===== config.mk =====
export PLATFORM = sky130hd
export DESIGN_NAME = sync_fork_split2
export DESIGN_NICKNAME = d
export VERILOG_FILES = /design/src/rtl/fork_join_pkg.sv /design/src/rtl/branch_free_tracker.sv /design/src/rtl/sync_fork_split2.sv
export SDC_FILE = /design/constraint.sdc
export NUM_CORES = 1
export LEC_CHECK = 0
export CELL_PAD_IN_SITES_DETAIL_PLACEMENT = 1
export CELL_PAD_IN_SITES_GLOBAL_PLACEMENT = 1
export CORE_MARGIN = 10
export CORE_UTILIZATION = 31
export CTS_BUF_LIST = sky130_fd_sc_hd__clkbuf_2 sky130_fd_sc_hd__clkbuf_4 sky130_fd_sc_hd__clkbuf_8
export DETAILED_ROUTE_END_ITERATION = 12
export GPL_ROUTABILITY_DRIVEN = 1
export PLACE_DENSITY_LB_ADDON = 0.08
export REMOVE_ABC_BUFFERS = 1
export SLEW_MARGIN = 20
export SYNTH_ARGS = -nofsm -noshare
export SYNTH_HDL_FRONTEND = slang
export SYNTH_SLANG_ARGS = --single-unit

===== constraint.sdc =====
create_clock -name clk -period 1.2 [get_ports clk]
set_input_delay 0.3 -clock clk [delete_from_list [all_inputs] [get_ports clk]]
set_output_delay 0.3 -clock clk [all_outputs]
set_load 0.01 [all_outputs]

===== src/rtl/fork_join_pkg.sv =====
// rtl/fork_join_pkg.sv - shared state encoding and default widths for fork/join blocks
package fork_join_pkg;

    localparam int FJ_DATA_WIDTH_O0 = 18;
    localparam int FJ_DATA_WIDTH_O1 = 32;

    localparam logic ST_IDLE = 1'b0;
    localparam logic ST_BUSY = 1'b1;

    typedef enum logic {
        S_IDLE = ST_IDLE,
        S_BUSY = ST_BUSY
    } fork_state_t;

endpackage


===== src/rtl/branch_free_tracker.sv =====
// rtl/branch_free_tracker.sv - per-branch done flag, stray free detect and last-free indicator
module branch_free_tracker (
    input  logic clk,
    input  logic rstn,
    input  logic busy,
    input  logic free_in,
    input  logic clear,
    output logic done,
    output logic stray,
    output logic last
);

    always_ff @(posedge clk or negedge rstn) begin
        if (!rstn) begin
            done <= 1'b0;
        end else if (clear) begin
            done <= 1'b0;
        end else if (busy && free_in) begin
            done <= 1'b1;
        end
    end

    // A free is stray when no token is outstanding or this branch already freed it
    assign stray = free_in && (!busy || done);
    assign last  = busy && (done || free_in);

endmodule


===== src/rtl/sync_fork_split2.sv =====
// rtl/sync_fork_split2.sv - two-way drive/free fork; FORK_PENDING_BUF_EN adds a one-entry pending token
module sync_fork_split2
    import fork_join_pkg::*;
#(
    parameter int DATA_WIDTH_O0 = FJ_DATA_WIDTH_O0,
    parameter int DATA_WIDTH_O1 = FJ_DATA_WIDTH_O1
) (
    input  logic                                 clk,
    input  logic                                 rstn,
    input  logic                                 i_drive,
    input  logic [DATA_WIDTH_O0+DATA_WIDTH_O1-1:0] i_data,
    output logic                                 o_free,
    output logic                                 o_drive0,
    output logic [DATA_WIDTH_O0-1:0]             o_data0,
    input  logic                                 i_free0,
    output logic                                 o_drive1,
    output logic [DATA_WIDTH_O1-1:0]             o_data1,
    input  logic                                 i_free1,
    output logic                                 o_busy,
    output logic                                 o_overrun,
    output logic                                 o_stray
);

    localparam int W = DATA_WIDTH_O0 + DATA_WIDTH_O1;

    fork_state_t state, state_n;
    logic        drive_n, free_n, overrun_n, stray_n;
    logic [DATA_WIDTH_O0-1:0] data0_n;
    logic [DATA_WIDTH_O1-1:0] data1_n;
    logic        done0, done1, stray0, stray1, last0, last1;
    logic        busy, complete;

    assign busy     = (state == S_BUSY);
    assign complete = last0 && last1;

    branch_free_tracker u_trk0 (
        .clk(clk), .rstn(rstn), .busy(busy), .free_in(i_free0), .clear(complete),
        .done(done0), .stray(stray0), .last(last0)
    );

    branch_free_tracker u_trk1 (
        .clk(clk), .rstn(rstn), .busy(busy), .free_in(i_free1), .clear(complete),
        .done(done1), .stray(stray1), .last(last1)
    );

`ifdef FORK_PENDING_BUF_EN
    logic         pend_valid, pend_valid_n;
    logic [W-1:0] pend_data, pend_data_n;

    always_ff @(posedge clk or negedge rstn) begin
        if (!rstn) begin
            pend_valid <= 1'b0;
            pend_data  <= '0;
        end else begin
            pend_valid <= pend_valid_n;
            pend_data  <= pend_data_n;
        end
    end
`endif

    always_ff @(posedge clk or negedge rstn) begin
        if (!rstn) begin
            state     <= S_IDLE;
            o_drive0  <= 1'b0;
            o_drive1  <= 1'b0;
            o_free    <= 1'b0;
            o_data0   <= '0;
            o_data1   <= '0;
            o_overrun <= 1'b0;
            o_stray   <= 1'b0;
        end else begin
            state     <= state_n;
            o_drive0  <= drive_n;
            o_drive1  <= drive_n;
            o_free    <= free_n;
            o_data0   <= data0_n;
            o_data1   <= data1_n;
            o_overrun <= overrun_n;
            o_stray   <= stray_n;
        end
    end

    assign o_busy = busy;

    always_comb begin
        state_n   = state;
        drive_n   = 1'b0;
        free_n    = 1'b0;
        data0_n   = o_data0;
        data1_n   = o_data1;
        overrun_n = o_overrun;
        stray_n   = o_stray || stray0 || stray1;
`ifdef FORK_PENDING_BUF_EN
        pend_valid_n = pend_valid;
        pend_data_n  = pend_data;
        case (state)
            S_IDLE: begin
                // Pending can only be valid here right after a completion that captured a token
                if (pend_valid) begin
                    drive_n      = 1'b1;
                    {data1_n, data0_n} = pend_data;
                    state_n      = S_BUSY;
                    pend_valid_n = i_drive;
                    if (i_drive) pend_data_n = i_data;
                end else if (i_drive) begin
                    drive_n = 1'b1;
                    {data1_n, data0_n} = i_data;
                    state_n = S_BUSY;
                end
            end
            default: begin
                if (complete) begin
                    free_n = 1'b1;
                    if (pend_valid) begin
                        drive_n      = 1'b1;
                        {data1_n, data0_n} = pend_data;
                        pend_valid_n = 1'b0;
                    end else begin
                        state_n = S_IDLE;
                    end
                end
                if (i_drive) begin
                    if (pend_valid) begin
                        overrun_n = 1'b1;
                    end else begin
                        pend_valid_n = 1'b1;
                        pend_data_n  = i_data;
                    end
                end
            end
        endcase
`else
        case (state)
            S_IDLE: begin
                if (i_drive) begin
                    drive_n = 1'b1;
                    {data1_n, data0_n} = i_data;
                    state_n = S_BUSY;
                end
            end
            default: begin
                if (complete) begin
                    free_n  = 1'b1;
                    state_n = S_IDLE;
                end
                // No storage: any drive while a token is outstanding is lost
                if (i_drive) overrun_n = 1'b1;
            end
        endcase
`endif
    end

endmodule


==> results.json <==
{
  "holdPathStages": 3,
  "preCtsSetupSlack_ns": -0.543,
  "setup_slack_ns": -0.186,
  "ioPinCount": 111,
  "cts_buffer_depth": 2,
  "p_leak_nw": 1.88,
  "powerDensity_nw_per_um2": 2620,
  "switching_share_pct": 30.8,
  "finClkSkew_ns": 0.00818,
  "path_max_fanout": 7,
  "syn-cell-area_um2": 2410,
  "drv_cap": 0,
  "rrSetupSlack_ns": -0.19,
  "r2r_cells": 5,
  "cts.sinks": 57,
  "ys_seq_elements": 57,
  "ctsHtreeMaxLevel": 3,
  "sequentialPowerShare_pct": 33.0,
  "dieHeight_um": 108,
  "port-buffer-count": 110,
  "violations": "negative setup slack",
  "setup_violations": 52,
  "drc": 0,
  "drt_wl_total_um": 7170,
  "power_mw": 10.4,
  "maxClockFrequency_mhz": 721,
  "numCtsBuffers": 9,
  "grt_max_degree": 58,
  "vias": 1677,
  "yosysUniqueCellTypes": 14,
  "clk_pin_slew_ns": 0.07,
  "rsz0062_at_grt": "yes",
  "initial_utilization_pct": 31.5,
  "core-area_um2": 7650,
  "numPlacedInstances": 339,
  "fin_crit_ns": 1.39,
  "clk_latency_ns": 0.32,
  "combPwrFrac_pct": 49.6,
  "critPathArrivalTime_ns": 1.60,
  "placed_area_um2": 3580,
  "area_growth_pct": 64.3,
  "worst_pin_slew_ns": 0.309,
  "peakVddDrop_v": 0.000970,
  "postRouteAntennaNets": 0,
  "period_share_pct": 116,
  "stdcell_count": 392,
  "rows": 32,
  "antenna_found_initial": 0,
  "path_class": "reg -> reg",
  "p_clk_share_pct": 17.4,
  "die_x_um": 108,
  "post-dp-hpwl_um": 4670,
  "diodes": 0,
  "drt-initial-drc-count": 27,
  "switchingPower_mw": 3.20,
  "fin_tns_setup_ns": -7.30,
  "drive_gt1_share_pct": 57.9,
  "required_ns": 1.41,
  "slew_violations": 0,
  "via_per_inst": 4.28,
  "max-slew-margin-rel_pct": 79.4,
  "cp-start-kind": "flop",
  "min_path_type": "in -> reg",
  "final_nets": 340,
  "cts_tree": "built",
  "grt_pass1_vias": 1829,
  "outcome": "complete, but fails checks",
  "wl_per_cell_um": 18.3,
  "hold_viol_final": 0,
  "gp_congestion": 0.692,
  "cts-root-buf": "clkbuf_8",
  "synthCells": 129,
  "p_int_mw": 7.18,
  "syn_area_per_cell_um2": 18.7,
  "worst_setup_path_end_kind": "flop",
  "seq_area_frac_synth_pct": 59.2,
  "grt_overflow": 0,
  "dieArea_um2": 11700,
  "fin_area_um2": 3960,
  "dr.pass1.iters": 4,
  "yosysWarnings": 0,
  "grt_pass1_wl_um": 10800,
  "track_usage_pct": 12.2
}
[stage by stage]
stage                     util [%]  hold slack [ns]
after global placement        46.8            0.333
after CTS                     49.8            0.444
after detailed placement      46.8            0.332
final                         51.7            0.456
after floorplan                  -          0.00441
after global routing          51.7            0.464
[logic make-up (layout without fill, tap and decap cells)]
group	after synthesis	in the layout	share of synthesized area, %
DFF	57	57	59.2
buffers and inverters	8	169	5.77
muxes	50	50	31.0
and+or+nand+nor	7	7	1.71
AOI/OAI and AO/OA	7	7	2.29
[worst paths after layout]
| path | start | to |
|---|---|---|
| hold reg to reg | o_overrun$_DFFE_PN0P_ | o_overrun$_DFFE_PN0P_ |
| max in group asynchronous | rstn | o_data0[5]$_DFFE_PN0P_ |
| hold / removal | i_drive | o_overrun$_DFFE_PN0P_ |
| setup / recovery | o_busy$_DFF_PN0_ | o_data0[15]$_DFFE_PN0P_ |
| setup reg to reg | o_busy$_DFF_PN0_ | o_data0[15]$_DFFE_PN0P_ |
| min in group asynchronous | rstn | o_data1[3]$_DFFE_PN0P_ |
[power by group through the flow]
stage                     Sequential (mW)  Combinational (mW)  Clock, mW
after detailed placement             3.44                4.81          0
after floorplan                      3.84                1.79          0
after global placement               3.43                4.74          0
after global routing                 3.53                5.50       1.97
final                                3.43                5.15       1.81
after CTS                            3.38                4.72       1.85
[metal layers]
metal,GRT usage (%),wire length (um),vias up
li1,-,-,760
met4,4.58,80,0
met3,4.88,543,9
met5,0,0,-
met2,18.5,3370,63
met1,15.1,3170,845
[cell usage after synthesis]
| master | count | area, um^2 |
|---|---|---|
| a21oi_1 | 2 | 10.0 |
| buf_4 | 1 | 7.51 |
| nor2_1 | 4 | 15.0 |
| mux2_4 | 49 | 736 |
| o221a_2 | 1 | 11.3 |
| buf_6 | 1 | 11.3 |
| nor2b_4 | 1 | 13.8 |
| dfrtp_1 | 57 | 1430 |
| o21a_1 | 2 | 15.0 |
| a221o_1 | 1 | 10.0 |
| buf_12 | 6 | 120 |
| mux2_2 | 1 | 11.3 |
| nand2b_1 | 2 | 12.5 |
| a21o_2 | 1 | 8.76 |
[final cells by class]
class / count / area (um^2)
Fill cell: 780 / 3690
Timing Repair Buffer: 153 / 1360
Tap cell: 102 / 128
Sequential cell: 57 / 1430
Multi-Input combinational cell: 64 / 847
Clock buffer: 11 / 145
Clock inverter: 5 / 55.1
[cell usage in the layout, fill, tap and decap left out]
master	Yosys	routed
a21o_2	1	1
a21oi_1	2	2
a221o_1	1	1
buf_12	6	4
buf_16	0	4
buf_2	0	47
buf_4	1	30
buf_6	1	12
buf_8	0	2
bufinv_16	0	1
clkbuf_4	0	1
clkbuf_8	0	10
clkdlybuf4s50_1	0	52
clkinv_2	0	2
clkinvlp_4	0	2
dfrtp_1	57	57
dlygate4sd2_1	0	1
dlygate4sd3_1	0	1
mux2_4	49	50
nand2b_1	2	2
nor2_1	4	4
nor2b_4	1	1
o21a_1	2	2
o221a_2	1	1
[critical path, cell delays in order (launching register included)]
cell	delay (ns)
dfrtp_1	0.43
nor2b_4	0.17
buf_12	0.12
buf_8	0.11
buf_16	0.14
mux2_4	0.30
[registers in the layout, indices dropped and copies added (netlist names)]
name         count
o_busy           1
o_data0         18
o_data1         32
o_drive1         1
o_free           1
o_overrun        1
o_stray          1
u_trk0.done      1
u_trk1.done      1
[repair_timing]
| action | in CTS | in global routing |
|---|---|---|
| hold buffers | 1 | 0 |
| setup endpoints to repair | 106 | 70 |
| endpoints found under the hold margin | 57 | 0 |
| gates resized for setup | 235 | 17 |
| setup buffers | 16 | 17 |
| gates cloned | 5 | 0 |
No activity file was read; power rests on OpenSTA's default activity.
==> edit 1 (same settings) <==
Set the package constant `FJ_DATA_WIDTH_O0` to 36 (it was 18).
--- a/src/rtl/fork_join_pkg.sv
+++ b/src/rtl/fork_join_pkg.sv
@@ -1,7 +1,7 @@
 // rtl/fork_join_pkg.sv - shared state encoding and default widths for fork/join blocks
 package fork_join_pkg;
 
-    localparam int FJ_DATA_WIDTH_O0 = 18;
+    localparam int FJ_DATA_WIDTH_O0 = 36;
     localparam int FJ_DATA_WIDTH_O1 = 32;
 
     localparam logic ST_IDLE = 1'b0;
Interface: changed (resized i_data and o_data0); port bits go from 111 to 147. The function was not compared with the original's and may differ.
==> edit 1 against the unedited design <==
The flow still finishes with violations (negative setup slack); critical path type is now in -> reg; wire length grew 25%; fmax about the same; count of clock-buffer cells in the layout rose by 1; total power rose by 24%; worst hold slack worse by 0.067 ns; sequential cell count rose by 18; synthesized area grew 19%; cell area up 25%; setup slack barely moved.
==> edit 1: results (changes against the unedited design) <==
<table>
<tr><th>Metric</th><th>Value</th></tr>
<tr><th colspan="2">Status</th></tr>
<tr><td>Violated checks</td><td>negative setup slack</td></tr>
<tr><td>Result of the run</td><td>complete, but fails checks</td></tr>
<tr><th colspan="2">Layout</th></tr>
<tr><td>Signal buffers</td><td>180 (+18%)</td></tr>
<tr><td>Fraction of standard cell area that is sequential</td><td>38.0% (+1.9 points)</td></tr>
<tr><td>NonClk Buf Share</td><td>35.4% (+1.2 points)</td></tr>
<tr><td>Multi-input gates</td><td>82 (+28%)</td></tr>
<tr><td>Number of filler instances in the final layout</td><td>916 (+17%)</td></tr>
<tr><td>Number of nets in the final layout</td><td>421 (+24%)</td></tr>
<tr><td>Multi-input gate share of total cell area</td><td>19.2% (-2.2 points)</td></tr>
<tr><th colspan="2">Global route</th></tr>
<tr><td>Vias in the first global route</td><td>2224 (+22%)</td></tr>
<tr><td>Maximum number of pins on one net before global-route repair</td><td>34 (-41%)</td></tr>
<tr><td>Global-route total usage across every layer</td><td>12.6% (+0.49 points)</td></tr>
<tr><th colspan="2">Power</th></tr>
<tr><td>Share of total power consumed by net switching</td><td>30.5% (-0.27 points)</td></tr>
<tr><td>Combinational power</td><td>6.12 mW (+19%)</td></tr>
<tr><td>Static Leakage</td><td>2.24 nW (+19%)</td></tr>
<tr><td>Power drawn by the sequential cells</td><td>4.59 mW (+34%)</td></tr>
<tr><th colspan="2">Placed design</th></tr>
<tr><td>Post-Place Worst Slack</td><td>-0.567 ns (-0.0240 ns)</td></tr>
<tr><td>Global placer's final weighted congestion</td><td>0.724 (+4.6%)</td></tr>
<tr><th colspan="2">Timing</th></tr>
<tr><td>Worst path setup slack after routing</td><td>-0.186 ns (+0.000141 ns)</td></tr>
<tr><td>Rel. slew slack</td><td>77.7% (-1.7 points)</td></tr>
<tr><td>Layout Skew</td><td>0.00586 ns (-0.00232 ns)</td></tr>
<tr><td>Number of setup violations in the final report</td><td>70 (+35%)</td></tr>
<tr><th colspan="2">Logic synthesis</th></tr>
<tr><td>Top area cells in the synthesized netlist</td><td>dfrtp_1, mux2_2, mux2_4</td></tr>
<tr><th colspan="2">Clocking</th></tr>
<tr><td>Post-CTS setup repair buffer count</td><td>5 (-11)</td></tr>
<tr><th colspan="2">Worst setup path</th></tr>
<tr><td>Data arrival time of the critical path</td><td>1.62 ns (+0.02 ns)</td></tr>
<tr><td>Worst reg-to-reg path cell count</td><td>4 (-1)</td></tr>
</table>
edit 1: changes by cell type after synthesis:
cell / before / now
nor2b_4: 1 / 0
mux2_2: 1 / 59
a21o_2: 1 / 0
a21o_1: 0 / 1
buf_4: 1 / 6
buf_12: 6 / 1
nor2b_2: 0 / 1
buf_6: 1 / 2
dfrtp_1: 57 / 75
mux2_4: 49 / 9
buf_8: 0 / 1
edit 1: metal layers:
metal / vias to the layer above / wire [um] / GRT usage (%) / share of wire (%)
li1: 940 / - / - / -
met1: 1043 / 3620 / 14.1 / 40
met2: 87 / 4350 / 20.4 / 48
met3: 11 / 877 / 6.06 / 9.8
met4: 0 / 126 / 5.00 / 1.4
met5: - / 0 / 0 / 0
edit 1: worst max-delay path: stages:
cell             delay [ns]
clkdlybuf4s50_1        0.48
nor2b_4                0.16
buf_12                 0.15
clkbuf_16              0.19
mux2_2                 0.34
==> edit 2 (config.mk and constraints unchanged) <==
Made on the original files. Register the inputs `i_free0` and `i_free1` before use, without a reset. The logic sees them one clock later. The other inputs are not delayed to match.
--- a/src/rtl/sync_fork_split2.sv
+++ b/src/rtl/sync_fork_split2.sv
@@ -23,6 +23,14 @@
 
     localparam int W = DATA_WIDTH_O0 + DATA_WIDTH_O1;
 
+    logic i_free0_q;
+    logic i_free1_q;
+
+    always_ff @(posedge clk) begin
+        i_free0_q <= i_free0;
+        i_free1_q <= i_free1;
+    end
+
     fork_state_t state, state_n;
     logic        drive_n, free_n, overrun_n, stray_n;
     logic [DATA_WIDTH_O0-1:0] data0_n;
@@ -34,12 +42,12 @@
     assign complete = last0 && last1;
 
     branch_free_tracker u_trk0 (
-        .clk(clk), .rstn(rstn), .busy(busy), .free_in(i_free0), .clear(complete),
+        .clk(clk), .rstn(rstn), .busy(busy), .free_in(i_free0_q), .clear(complete),
         .done(done0), .stray(stray0), .last(last0)
     );
 
     branch_free_tracker u_trk1 (
-        .clk(clk), .rstn(rstn), .busy(busy), .free_in(i_free1), .clear(complete),
+        .clk(clk), .rstn(rstn), .busy(busy), .free_in(i_free1_q), .clear(complete),
         .done(done1), .stray(stray1), .last(last1)
     );
 
Check against the original RTL: not equivalent (a bounded check fails within 4 cycles, from zero or initial values and one cycle with rstn low).
==> edit 2 against the unedited design <==
The run still ends with negative setup slack left; fmax grew 3.1%; largest power group unchanged; synthesized area up 1.7%; critical endpoint is now o_data1[29]; first-iteration DRC count increased by 22%; critical path type unchanged; cell area is 3.9% lower; total power down 3.3%; sequential cell count grew 2; wire length down 4.8%; setup slack better by 0.041 ns.
==> edit 2: results (changes against the unedited design) <==
<table>
<tr><th>Metric</th><th>Value</th></tr>
<tr><th colspan="2">Status</th></tr>
<tr><td>Result of the run</td><td>complete, but fails checks</td></tr>
<tr><td>Violated checks</td><td>negative setup slack</td></tr>
<tr><th colspan="2">Worst setup path</th></tr>
<tr><td>Worst reg-to-reg path cell count</td><td>4 (-1)</td></tr>
<tr><td>Maximum fanout along the worst path</td><td>12 (+5)</td></tr>
<tr><th colspan="2">Worst hold path</th></tr>
<tr><td>Hold Path Stages</td><td>1 (-2)</td></tr>
<tr><td>Capture endpoint of the worst hold path</td><td>i_free1_q</td></tr>
<tr><td>Worst Hold Launch</td><td>i_free1</td></tr>
<tr><th colspan="2">Global route</th></tr>
<tr><td>First-pass GRT wire length</td><td>10.2 mm (-5.3%)</td></tr>
<tr><td>Global-route total usage across every layer</td><td>11.4% (-0.76 points)</td></tr>
<tr><th colspan="2">Routing</th></tr>
<tr><td>Detailed route wirelength on metal3</td><td>482 um (-11%)</td></tr>
<tr><td>WL met2</td><td>3.25 mm (-3.7%)</td></tr>
<tr><td>Iteration-0 DRC count of the detailed router</td><td>33 (+22%)</td></tr>
<tr><td>Drt via density</td><td>4.26 (-0.46%)</td></tr>
<tr><th colspan="2">Layout</th></tr>
<tr><td>Number of nets in the final layout</td><td>327 (-3.8%)</td></tr>
<tr><th colspan="2">Logic synthesis</th></tr>
<tr><td>Count of different cell masters after synthesis</td><td>15 (+1)</td></tr>
<tr><td>Mapped Cells</td><td>131 (+1.6%)</td></tr>
<tr><td>Top area cells in the synthesized netlist</td><td>dfrtp_1, mux2_4, buf_12</td></tr>
<tr><th colspan="2">Timing</th></tr>
<tr><td>Number of setup violations in the final report</td><td>51 (-1.9%)</td></tr>
<tr><td>Worst path setup slack after routing</td><td>-0.145 ns (+0.0412 ns)</td></tr>
<tr><td>Total negative slack</td><td>-6.14 ns (+1.16 ns)</td></tr>
<tr><td>Worst hold slack after final layout</td><td>0.419 ns (-0.0367 ns)</td></tr>
<tr><th colspan="2">Power</th></tr>
<tr><td>Peak ir drop on the vdd network</td><td>0.00113 V (+16%)</td></tr>
<tr><td>Static Leakage</td><td>1.80 nW (-4.6%)</td></tr>
<tr><td>Share of total power consumed by net switching</td><td>30.6% (-0.22 points)</td></tr>
<tr><th colspan="2">Placed design</th></tr>
<tr><td>Total instance count after detailed placement</td><td>345 (+1.8%)</td></tr>
<tr><td>HPWL reported at the end of detailed placement</td><td>4.66 mm (-0.15%)</td></tr>
<tr><td>Global placer's final weighted congestion</td><td>0.636 (-8.0%)</td></tr>
<tr><th colspan="2">Clocking</th></tr>
<tr><td>Total of cells resized after clock tree synthesis</td><td>225 (-4.3%)</td></tr>
</table>
edit 2: cell families (layout without fill, tap and decap cells):
logic type      count (synthesis)  count (layout)  share of synthesized area, %
flops                          59              59                          59.9
compound gates                  7               7                          2.25
simple gates                    7               7                          1.69
buf+inv                         8             154                          5.67
mux                            50              50                          30.5
edit 2: power by group through the flow:
stage | Sequential (mW) | Combinational, mW | Clock, mW
after floorplan | 3.92 | 1.79 | 0
after global placement | 3.52 | 4.82 | 0
after detailed placement | 3.51 | 4.89 | 0
after CTS | 3.44 | 4.28 | 2.05
after global routing | 3.59 | 4.93 | 2.15
final | 3.47 | 4.59 | 1.98
edit 2: cell type report:
class                      instances  area, um^2  share of cell area, %
sequential                        59        1470                   38.6
timing repair buffer             138        1140                   30.1
multi-input combinational         64         847                   22.3
tap                              102         128                   3.36
clock buffer                       9         124                   3.26
clock inverter                     7        92.6                   2.44
edit 2: per-layer routing:
layer	global-route usage (%)	up-vias
li1	-	734
met1	14.0	807
met2	17.1	62
met3	4.31	11
met4	5.74	0
met5	0	-
